<file path="src/rtl/ex_stage.sv">
// Execute stage of the RV32IM core.
// Single-cycle RV32I ALU, LUI and RV32M multiply; iterative restoring divider
// for DIV/DIVU/REM/REMU that holds the upstream stage via stall_o.
// Produces one registered register-file write per retired instruction.
//
// Handshake: the stage accepts inst_i/op1_i/op2_i/rd_* on any rising edge where
// valid_i=1, flush_i=0, rst=1 and the stage is IDLE. While stall_o=1 upstream
// holds every input stable; inputs are not sampled during a divide.
// flush_i cancels both the instruction on the inputs and any divide in flight.
module ex_stage #(
    parameter int DIV_ITERS = 32
) (
    input  logic        clk,
    input  logic        rst,
    input  logic        valid_i,
    input  logic        flush_i,
    input  logic [31:0] inst_i,
    input  logic [31:0] op1_i,
    input  logic [31:0] op2_i,
    input  logic [4:0]  rd_addr_i,
    input  logic        rd_wen_i,
    output logic        stall_o,
    output logic [4:0]  reg_waddr_o,
    output logic [31:0] reg_wdata_o,
    output logic        reg_wen_o
);

    localparam logic [6:0] OPC_OP     = 7'b0110011;
    localparam logic [6:0] OPC_OP_IMM = 7'b0010011;
    localparam logic [6:0] OPC_LUI    = 7'b0110111;
    localparam int         CNT_W      = $clog2(DIV_ITERS);

    typedef enum logic [0:0] {
        ST_IDLE = 1'b0,
        ST_DIV  = 1'b1
    } state_t;

    // ------------------------------------------------------------------
    // Decode
    // ------------------------------------------------------------------
    logic [6:0] opcode;
    logic [2:0] funct3;
    logic [6:0] funct7;
    logic       is_r, is_m, is_i, is_lui, is_div;
    logic       div_signed, div_rem, div_by_zero, div_ovf, start_div;

    // Classify the incoming instruction and spot divide special cases.
    always_comb begin
        opcode      = inst_i[6:0];
        funct3      = inst_i[14:12];
        funct7      = inst_i[31:25];
        is_r        = (opcode == OPC_OP) && ((funct7 == 7'h00) || (funct7 == 7'h20));
        is_m        = (opcode == OPC_OP) && (funct7 == 7'h01);
        is_i        = (opcode == OPC_OP_IMM);
        is_lui      = (opcode == OPC_LUI);
        is_div      = is_m && funct3[2];
        div_signed  = !funct3[0];
        div_rem     = funct3[1];
        div_by_zero = (op2_i == 32'h0);
        div_ovf     = div_signed && (op1_i == 32'h8000_0000) && (op2_i == 32'hFFFF_FFFF);
        start_div   = is_div && !div_by_zero && !div_ovf;
    end

    // ------------------------------------------------------------------
    // ALU
    // ------------------------------------------------------------------
    logic [31:0] alu_res;
    logic [4:0]  shamt;

    // RV32I register/immediate arithmetic; SUB only exists for R-type.
    always_comb begin
        alu_res = 32'h0;
        shamt   = op2_i[4:0];
        case (funct3)
            3'd0: begin
                if (is_r && inst_i[30]) alu_res = op1_i - op2_i;
                else                    alu_res = op1_i + op2_i;
            end
            3'd1: alu_res = op1_i << shamt;
            3'd2: alu_res = {31'h0, ($signed(op1_i) < $signed(op2_i))};
            3'd3: alu_res = {31'h0, (op1_i < op2_i)};
            3'd4: alu_res = op1_i ^ op2_i;
            3'd5: begin
                if (inst_i[30]) alu_res = $signed(op1_i) >>> shamt;
                else            alu_res = op1_i >> shamt;
            end
            3'd6: alu_res = op1_i | op2_i;
            default: alu_res = op1_i & op2_i;
        endcase
    end

    // ------------------------------------------------------------------
    // Multiplier: one shared product of operands extended per signedness
    // ------------------------------------------------------------------
    logic        mul_a_sgn, mul_b_sgn;
    logic [65:0] mul_a_ext, mul_b_ext, mul_prod;
    logic [31:0] mul_res;

    // MULH treats both signed, MULHSU only op1, MULHU neither; MUL uses low half.
    always_comb begin
        mul_a_sgn = (funct3[1:0] == 2'b01) || (funct3[1:0] == 2'b10);
        mul_b_sgn = (funct3[1:0] == 2'b01);
        mul_a_ext = {{34{mul_a_sgn & op1_i[31]}}, op1_i};
        mul_b_ext = {{34{mul_b_sgn & op2_i[31]}}, op2_i};
        mul_prod  = mul_a_ext * mul_b_ext;
        if (funct3[1:0] == 2'b00) mul_res = mul_prod[31:0];
        else                      mul_res = mul_prod[63:32];
    end

    // ------------------------------------------------------------------
    // Single-cycle result select
    // ------------------------------------------------------------------
    logic [31:0] sc_res;
    logic        sc_wr;

    // Result and write-qualify for everything that retires in one cycle.
    always_comb begin
        sc_res = 32'h0;
        sc_wr  = 1'b0;
        if (is_lui) begin
            sc_res = {inst_i[31:12], 12'h000};
            sc_wr  = 1'b1;
        end else if (is_r || is_i) begin
            sc_res = alu_res;
            sc_wr  = 1'b1;
        end else if (is_m) begin
            sc_wr = 1'b1;
            if (!funct3[2])     sc_res = mul_res;
            else if (div_by_zero) sc_res = div_rem ? op1_i : 32'hFFFF_FFFF;
            else                sc_res = div_rem ? 32'h0 : 32'h8000_0000;
        end
    end

    // ------------------------------------------------------------------
    // Divider state
    // ------------------------------------------------------------------
    state_t             state_q, state_d;
    logic [CNT_W-1:0]   cnt_q, cnt_d;
    logic [31:0]        quo_q, quo_d;
    logic [31:0]        rem_q, rem_d;
    logic [31:0]        dvs_q, dvs_d;
    logic               neg_quo_q, neg_quo_d;
    logic               neg_rem_q, neg_rem_d;
    logic               is_rem_q, is_rem_d;
    logic [4:0]         rd_q, rd_d;
    logic               rd_wen_q, rd_wen_d;
    logic               wen_q, wen_d;
    logic [4:0]         waddr_q, waddr_d;
    logic [31:0]        wdata_q, wdata_d;

    logic [31:0] op1_abs, op2_abs;
    logic [32:0] step_shift, step_diff;
    logic        step_ge;
    logic [31:0] step_quo, step_rem, quo_fin, rem_fin;
    logic        div_last;

    // One restoring step: shift next dividend bit into the partial remainder,
    // subtract if it fits. Dividend bits drain out of the top of quo_q while
    // quotient bits fill in from the bottom.
    always_comb begin
        op1_abs    = (div_signed && op1_i[31]) ? (~op1_i + 32'd1) : op1_i;
        op2_abs    = (div_signed && op2_i[31]) ? (~op2_i + 32'd1) : op2_i;
        step_shift = {rem_q, quo_q[31]};
        step_diff  = step_shift - {1'b0, dvs_q};
        step_ge    = !step_diff[32];
        step_rem   = step_ge ? step_diff[31:0] : step_shift[31:0];
        step_quo   = {quo_q[30:0], step_ge};
        quo_fin    = neg_quo_q ? (~step_quo + 32'd1) : step_quo;
        rem_fin    = neg_rem_q ? (~step_rem + 32'd1) : step_rem;
        div_last   = (cnt_q == CNT_W'(DIV_ITERS - 1));
    end

    // Stall while a divide is being accepted or iterating; flush and reset win.
    always_comb begin
        stall_o = rst && !flush_i &&
                  ((state_q == ST_DIV) || (valid_i && start_div));
    end

    // Next-state: accept, iterate, retire; write enable is a one-cycle pulse.
    always_comb begin
        state_d   = state_q;
        cnt_d     = cnt_q;
        quo_d     = quo_q;
        rem_d     = rem_q;
        dvs_d     = dvs_q;
        neg_quo_d = neg_quo_q;
        neg_rem_d = neg_rem_q;
        is_rem_d  = is_rem_q;
        rd_d      = rd_q;
        rd_wen_d  = rd_wen_q;
        wen_d     = 1'b0;
        waddr_d   = waddr_q;
        wdata_d   = wdata_q;
        if (flush_i) begin
            state_d = ST_IDLE;
            cnt_d   = '0;
        end else begin
            case (state_q)
                ST_IDLE: begin
                    if (valid_i && start_div) begin
                        state_d   = ST_DIV;
                        cnt_d     = '0;
                        quo_d     = op1_abs;
                        rem_d     = 32'h0;
                        dvs_d     = op2_abs;
                        neg_quo_d = div_signed && (op1_i[31] ^ op2_i[31]);
                        neg_rem_d = div_signed && op1_i[31];
                        is_rem_d  = div_rem;
                        rd_d      = rd_addr_i;
                        rd_wen_d  = rd_wen_i;
                    end else if (valid_i && sc_wr && rd_wen_i && (rd_addr_i != 5'd0)) begin
                        wen_d   = 1'b1;
                        waddr_d = rd_addr_i;
                        wdata_d = sc_res;
                    end
                end
                default: begin
                    quo_d = step_quo;
                    rem_d = step_rem;
                    cnt_d = cnt_q + CNT_W'(1);
                    if (div_last) begin
                        state_d = ST_IDLE;
                        cnt_d   = '0;
                        if (rd_wen_q && (rd_q != 5'd0)) begin
                            wen_d   = 1'b1;
                            waddr_d = rd_q;
                            wdata_d = is_rem_q ? rem_fin : quo_fin;
                        end
                    end
                end
            endcase
        end
    end

    // State and result registers with synchronous active-low reset.
    always_ff @(posedge clk) begin
        if (!rst) begin
            state_q   <= ST_IDLE;
            cnt_q     <= '0;
            quo_q     <= 32'h0;
            rem_q     <= 32'h0;
            dvs_q     <= 32'h0;
            neg_quo_q <= 1'b0;
            neg_rem_q <= 1'b0;
            is_rem_q  <= 1'b0;
            rd_q      <= 5'd0;
            rd_wen_q  <= 1'b0;
            wen_q     <= 1'b0;
            waddr_q   <= 5'd0;
            wdata_q   <= 32'h0;
        end else begin
            state_q   <= state_d;
            cnt_q     <= cnt_d;
            quo_q     <= quo_d;
            rem_q     <= rem_d;
            dvs_q     <= dvs_d;
            neg_quo_q <= neg_quo_d;
            neg_rem_q <= neg_rem_d;
            is_rem_q  <= is_rem_d;
            rd_q      <= rd_d;
            rd_wen_q  <= rd_wen_d;
            wen_q     <= wen_d;
            waddr_q   <= waddr_d;
            wdata_q   <= wdata_d;
        end
    end

    assign reg_wen_o   = wen_q;
    assign reg_waddr_o = waddr_q;
    assign reg_wdata_o = wdata_q;

    // rd field comes in separately on rd_addr_i; product bits above 63 are unused.
    logic unused_bits;
    assign unused_bits = ^{inst_i[11:7], mul_prod[65:64]};

endmodule

</file>
<file path="config.mk">
export PLATFORM = sky130hd
export DESIGN_NAME = ex_stage
export DESIGN_NICKNAME = d
export VERILOG_FILES = /design/src/rtl/ex_stage.sv
export SDC_FILE = /design/constraint.sdc
export NUM_CORES = 2
export LEC_CHECK = 0
export CAP_MARGIN = 20
export CORE_UTILIZATION = 28
export DETAILED_ROUTE_END_ITERATION = 7
export SLEW_MARGIN = 20
export SYNTH_ARGS = -nofsm -noshare
export SYNTH_HDL_FRONTEND = slang
export SYNTH_SLANG_ARGS = --single-unit
</file>
<file path="constraint.sdc">
create_clock -name clk -period 16.56 [get_ports clk]
set_clock_uncertainty 0.15 [all_clocks]
set_input_delay 3.312 -clock clk [delete_from_list [all_inputs] [get_ports clk]]
set_output_delay 3.312 -clock clk [all_outputs]
set_load 0.05 [all_outputs]
</file>
After elaboration in Yosys (flattened, before gate mapping) --
Index checks and enable logic that the tools add are counted.
Storage, ports and cells: register bits after elaboration 149, input port bits 106, output and inout port bits 39, logic and storage cells 143
Cells by class: $add $sub $neg 8, multipliers 1, $lt $le $gt $ge 2, equal/unequal tests 19, shift operators 3, muxes and demuxes 45, bitwise logic cells 13, reductions and logical operators 39
Operator list (count):
- $mux 32 | 25
- $pmux 32 s7 | 1
- $add 32x1->32 const B | 4
- $not 32->32 | 4
- $eq 32x32->1 const B | 2
- $lt 32x32->1 | 2
- $mul 33x33->64 | 1
- $mux 5 | 8
- $sub 33x32->33 | 1
- $add 32x32->32 | 1
- $and 32x32->32 | 1
- $logic_not 32->1 | 1
- $or 32x32->32 | 1
- $shl 32x5->32 | 1
- $shr 32x5->32 | 1
- $sshr 32x5->32 | 1
- $sub 32x32->32 | 1
- $xor 32x32->32 | 1
- $eq 7x6->1 const B | 3
- $logic_and 1x1->1 | 18
- $mux 1 | 11
- $reduce_bool 5->1 | 2
- $eq 3x3->1 const B | 3
- $eq 7x1->1 const B | 1
- other kinds (22) | 35

Depth between registers and ports, before layout --
word-level depth 12, depth in mapped cells 35

Worst setup path after synthesis --
Ideal clock, no wire load.
kind input to register, start point input op2_i[1], end point register wdata_q[25], in the netlist reg_wdata_o[25], library setup time 116 ps, arrival 12800 ps, required time 16294 ps, setup slack 3493 ps, cell stages on the path 32, path buffers 6, cell sequence clkbuf_1 clkbuf_1 buf_1 clkbuf_1 clkbuf_1 and3_1 fa_1 inv_1 fa_1 inv_1 fa_1 inv_1 fa_1 inv_1 fa_1 fa_1 fa_1 inv_1 fa_1 inv_1 ha_1 clkbuf_1 a21o_1 a21o_1 a21oi_1 o21ai_0 and3_1 a221oi_1 or2_2 a211oi_1 a211o_1 and4_1
Between the ends: cells in the longest elaborated chain, start to end 9, elaborated cells on any way between the ends 28, classes of those cells 2 x add/sub; 1 x mul; 2 x eq/ne; 3 x shift; 12 x mux; 8 x reduce/logical
RTL lines:
- start: declaration | RTL line 19 | input logic [31:0] op2_i,
- $mul 33x33->64 / $logic_not 32->1 (equally long branches) | RTL line 105, 59
- $mux 32, on equally long branches | RTL line 106, 129
- $mux 32 | RTL line 128 | if (!funct3[2]) sc_res = mul_res;
- $mux 32 | RTL line 126 | end else if (is_m) begin
- $mux 32 | RTL line 123 | end else if (is_r || is_i) begin
- $mux 32 | RTL line 120 | if (is_lui) begin
- $mux 32 | RTL line 211 | end else if (valid_i && sc_wr && rd_wen_i && (rd_addr_i != 5'd0)) begin
- $mux 32 | RTL line 200 | if (valid_i && start_div) begin
- $mux 32 | RTL line 198 | case (state_q)
- end signal: assignment | RTL line 264 | wdata_q <= wdata_d;
- end: declaration | RTL line 149 | logic [31:0] wdata_q, wdata_d;
Parallel ways exist; a longest one is shown, timed or not. The select of a mux whose other input is x is not followed. A chain may end at the register's enable or synchronous reset.

Final worst setup path --
start point input inst_i[13], end point register wdata_q[21], in the netlist reg_wdata_o[21]
Between the ends: cells in the longest elaborated chain, start to end 12, elaborated cells on any way between the ends 25, classes of those cells 1 x mul; 8 x eq/ne; 11 x mux; 2 x bitwise; 3 x reduce/logical
RTL lines:
- start: declaration | RTL line 17 | input logic [31:0] inst_i,
- $eq 2x1->1 / $eq 2x2->1 (equally long branches) | RTL line 101, 102
- $logic_or 1x1->1 | RTL line 101 | mul_a_sgn = (funct3[1:0] == 2'b01) || (funct3[1:0] == 2'b10);
- $and 1x1->1 | RTL line 103 | mul_a_ext = {{34{mul_a_sgn & op1_i[31]}}, op1_i};
- $mul 33x33->64 | RTL line 105 | mul_prod = mul_a_ext * mul_b_ext;
- $mux 32 | RTL line 106 | if (funct3[1:0] == 2'b00) mul_res = mul_prod[31:0];
- $mux 32 | RTL line 128
- $mux 32 | RTL line 126
- $mux 32 * | RTL line 123
- $mux 32 * | RTL line 120
- $mux 32 * | RTL line 211
- $mux 32 * | RTL line 200
- $mux 32 * | RTL line 198
Every way passes the cells marked *; elsewhere a longest branch is shown, timed or not. The select of a mux whose other input is x is not followed.

==> flow_summary.ini <==
[run_status]
status = finished clean

[drt]
routed_wl_um = 267000
drc_errors = 0
firstDrtPassIters = 8
drtIter0Drc = 6309
final_antenna_net_count = 0
vias = 54500
routedWlPerCell_um = 26.6
vias_per_cell = 5.43

[finish]
layout-drive-gt1-share_pct = 5.40
final_cell_mix = 1369 x inv_1, 1155 x nand2_1, 1128 x fa_1, 678 x nor2_1, 352 x ha_1
layout_commonest_cell = inv_1
area_growth_pct = 8.12
num-nets-final = 8808
final_area_um2 = 63500

[global_route]
grt_pass1_wl_um = 389000
grtUsageTotal_pct = 25.1
grt_pass1_vias = 56100
antenna_found_initial = 14
grt_max_degree = 91
grt_overflow = 0

[worst_setup_path]
slowest_delay_ns = 0.93
cp_max_fo = 20
cpMostUsedCell = fa_1
critical_path_class = primary input to flip-flop
cp-start-kind = primary input
cp_num_buf_inv = 8
path_delay_family = adder cells
end_kind = flip-flop
critPathArrivalTime_ns = 14.09
slowest_stage = o311ai_0
required_ns = 16.80

[logic_synthesis]
synth_top_family_by_area = adder cells
synth_nets = 8953
synth_edf_count = 0
ys.flop_type = dfxtp_1
async_flop_share_pct = 0
syn-cell-area_um2 = 58700
synth_compound_area_share_pct = 14.0
syn_avg_cell_area_um2 = 7.97
synth_simple_gate_area_share_pct = 16.1
syn_inst = 7367
synth-xor-area-share_pct = 3.19
synth_mux_area_share_pct = 3.79
yosys.area.top_type = fa_1
synth.yosys.seq_area_share_pct = 5.08
synth_top_area_share_pct = 38.4
yosysUniqueCellTypes = 86
synthTopCellsByArea = fa_1 38%, inv_1 8.7%, ha_1 7.5%
ys_ff_latch = 149
yosysWarnings = 0
synth_fa_ha_area_share_pct = 45.9

[timing]
fin_crit_sh_pct = 83.6
relSlewSlack_pct = 16.8
setup-violations-final = 0
hold_viol_final = 0
period_needed_ns = 13.84
worst_pin_slew_ns = 1.25
tns_ns = 0
max_freq_mhz = 72.2
final_max_slew_viol_count = 0
grt_setup_unrepaired = no

[place]
dp_hpwl_um = 209000
port_buffers = 139
place_area_um2 = 62900
routabilityCongestion = 1.06

[clock_network]
cts_tree = done
clk_pin_slew_worst_paths_ns = 0.07
cts_root_buffer = clkbuf_16
hold_buffers = 0
h-tree-depth = 4
cts_buffers = 17
cts_sinks = 149
clock_latency_ns = 0.46
cts_max_path_buffers = 2
ctsResizeCount = 0
postCtsSetupBuffers = 0

[floorplan]
dieHeight_um = 460
core_um2 = 208000
initial_utilization_pct = 28.3
fp.dieW_um = 460
ios = 145
dieArea_um2 = 212000
rows = 167

[worst_hold_path]
holdCritPathClass = flip-flop to flip-flop

[job]
drv_cap = 0
cell type report:
type                    instances  area, um^2
fillers                     22200      144000
multi-input cells            5354       48800
inverters                    1392        5230
well taps                    2788        3490
flip-flops and latches        149        2980
repair buffers                308        2440
clock buffers                  18         429
clock inverters                14         150
diodes                          4        10.0
routing by layer:
layer	track usage (%)	wire (um)	vias up
li1	-	-	23000
met1	32.5	106000	27700
met2	39.0	116000	3046
met3	4.94	26100	642
met4	14.0	18100	14
met5	0	103	-
worst reg2reg max path, delay by kind of cell (launching register included):
family                   cells  cell delay (ns)
buffers and inverters        4             1.25
adder cells (fa/ha/maj)      3             1.06
XOR/XNOR                     1             0.12
AO/OA/AOI/OAI                9             2.61
flip-flops                   1             0.36
AND/OR/NAND/NOR              5             1.13
through the flow:
| stage | instances | worst slack (ns) | hold slack [ns] | utilization, % |
|---|---|---|---|---|
| 2_1_floorplan | 7367 | 3.49 | 0.282 | - |
| 3_3_place_gp | 9989 | 2.49 | 0.291 | 30.3 |
| 3_5_place_dp | 9990 | 2.37 | 0.296 | 30.3 |
| 4_1_cts | 10000 | 2.85 | 0.304 | 30.6 |
| 5_1_grt | 10000 | 2.42 | 0.313 | 30.6 |
| 6_report | 10000 | 2.72 | 0.302 | 30.6 |
cell families after synthesis:
family,count (synthesis)
AOI/OAI and AO/OA,1255
xor gates and xnor gates,214
adders and majority gates,1480
buffers and inverters,1864
DFF,149
muxes,148
and+or+nand+nor,2257
state kept, by name, summed over array words and instances, names as in the netlist:
signal       cells
cnt_q            5
dvs_q           32
is_rem_q         1
neg_quo_q        1
neg_rem_q        1
quo_q           32
rd_q             5
rd_wen_q         1
reg_waddr_o      5
reg_wdata_o     32
reg_wen_o        1
rem_q           32
state_q          1
cell usage after synthesis (all sizes together) (68+ instances only):
| master | instances |
|---|---|
| nand2 | 1155 |
| inv | 1378 |
| xnor2 | 162 |
| dfxtp | 149 |
| fa | 1128 |
| buf | 98 |
| a21oi | 347 |
| nor3 | 102 |
| ha | 352 |
| mux2i | 68 |
| o21ai | 273 |
| clkbuf | 374 |
| nor2 | 683 |
final timing paths:
check,depth (start not counted),slack (ns),endpoint,from
max,29,2.72,reg_wdata_o[21]$_SDFFE_PN0P_,inst_i[13]
min,2,0.30,dvs_q[23]$_SDFFE_PN0P_,dvs_q[23]$_SDFFE_PN0P_
max reg2reg,22,9.76,reg_wdata_o[30]$_SDFFE_PN0P_,quo_q[31]$_SDFFE_PN0P_
min reg2reg,2,0.30,dvs_q[23]$_SDFFE_PN0P_,dvs_q[23]$_SDFFE_PN0P_
Power is not shown: default switching activity piles up to over one toggle a cycle in this logic, so the estimate is an artifact.
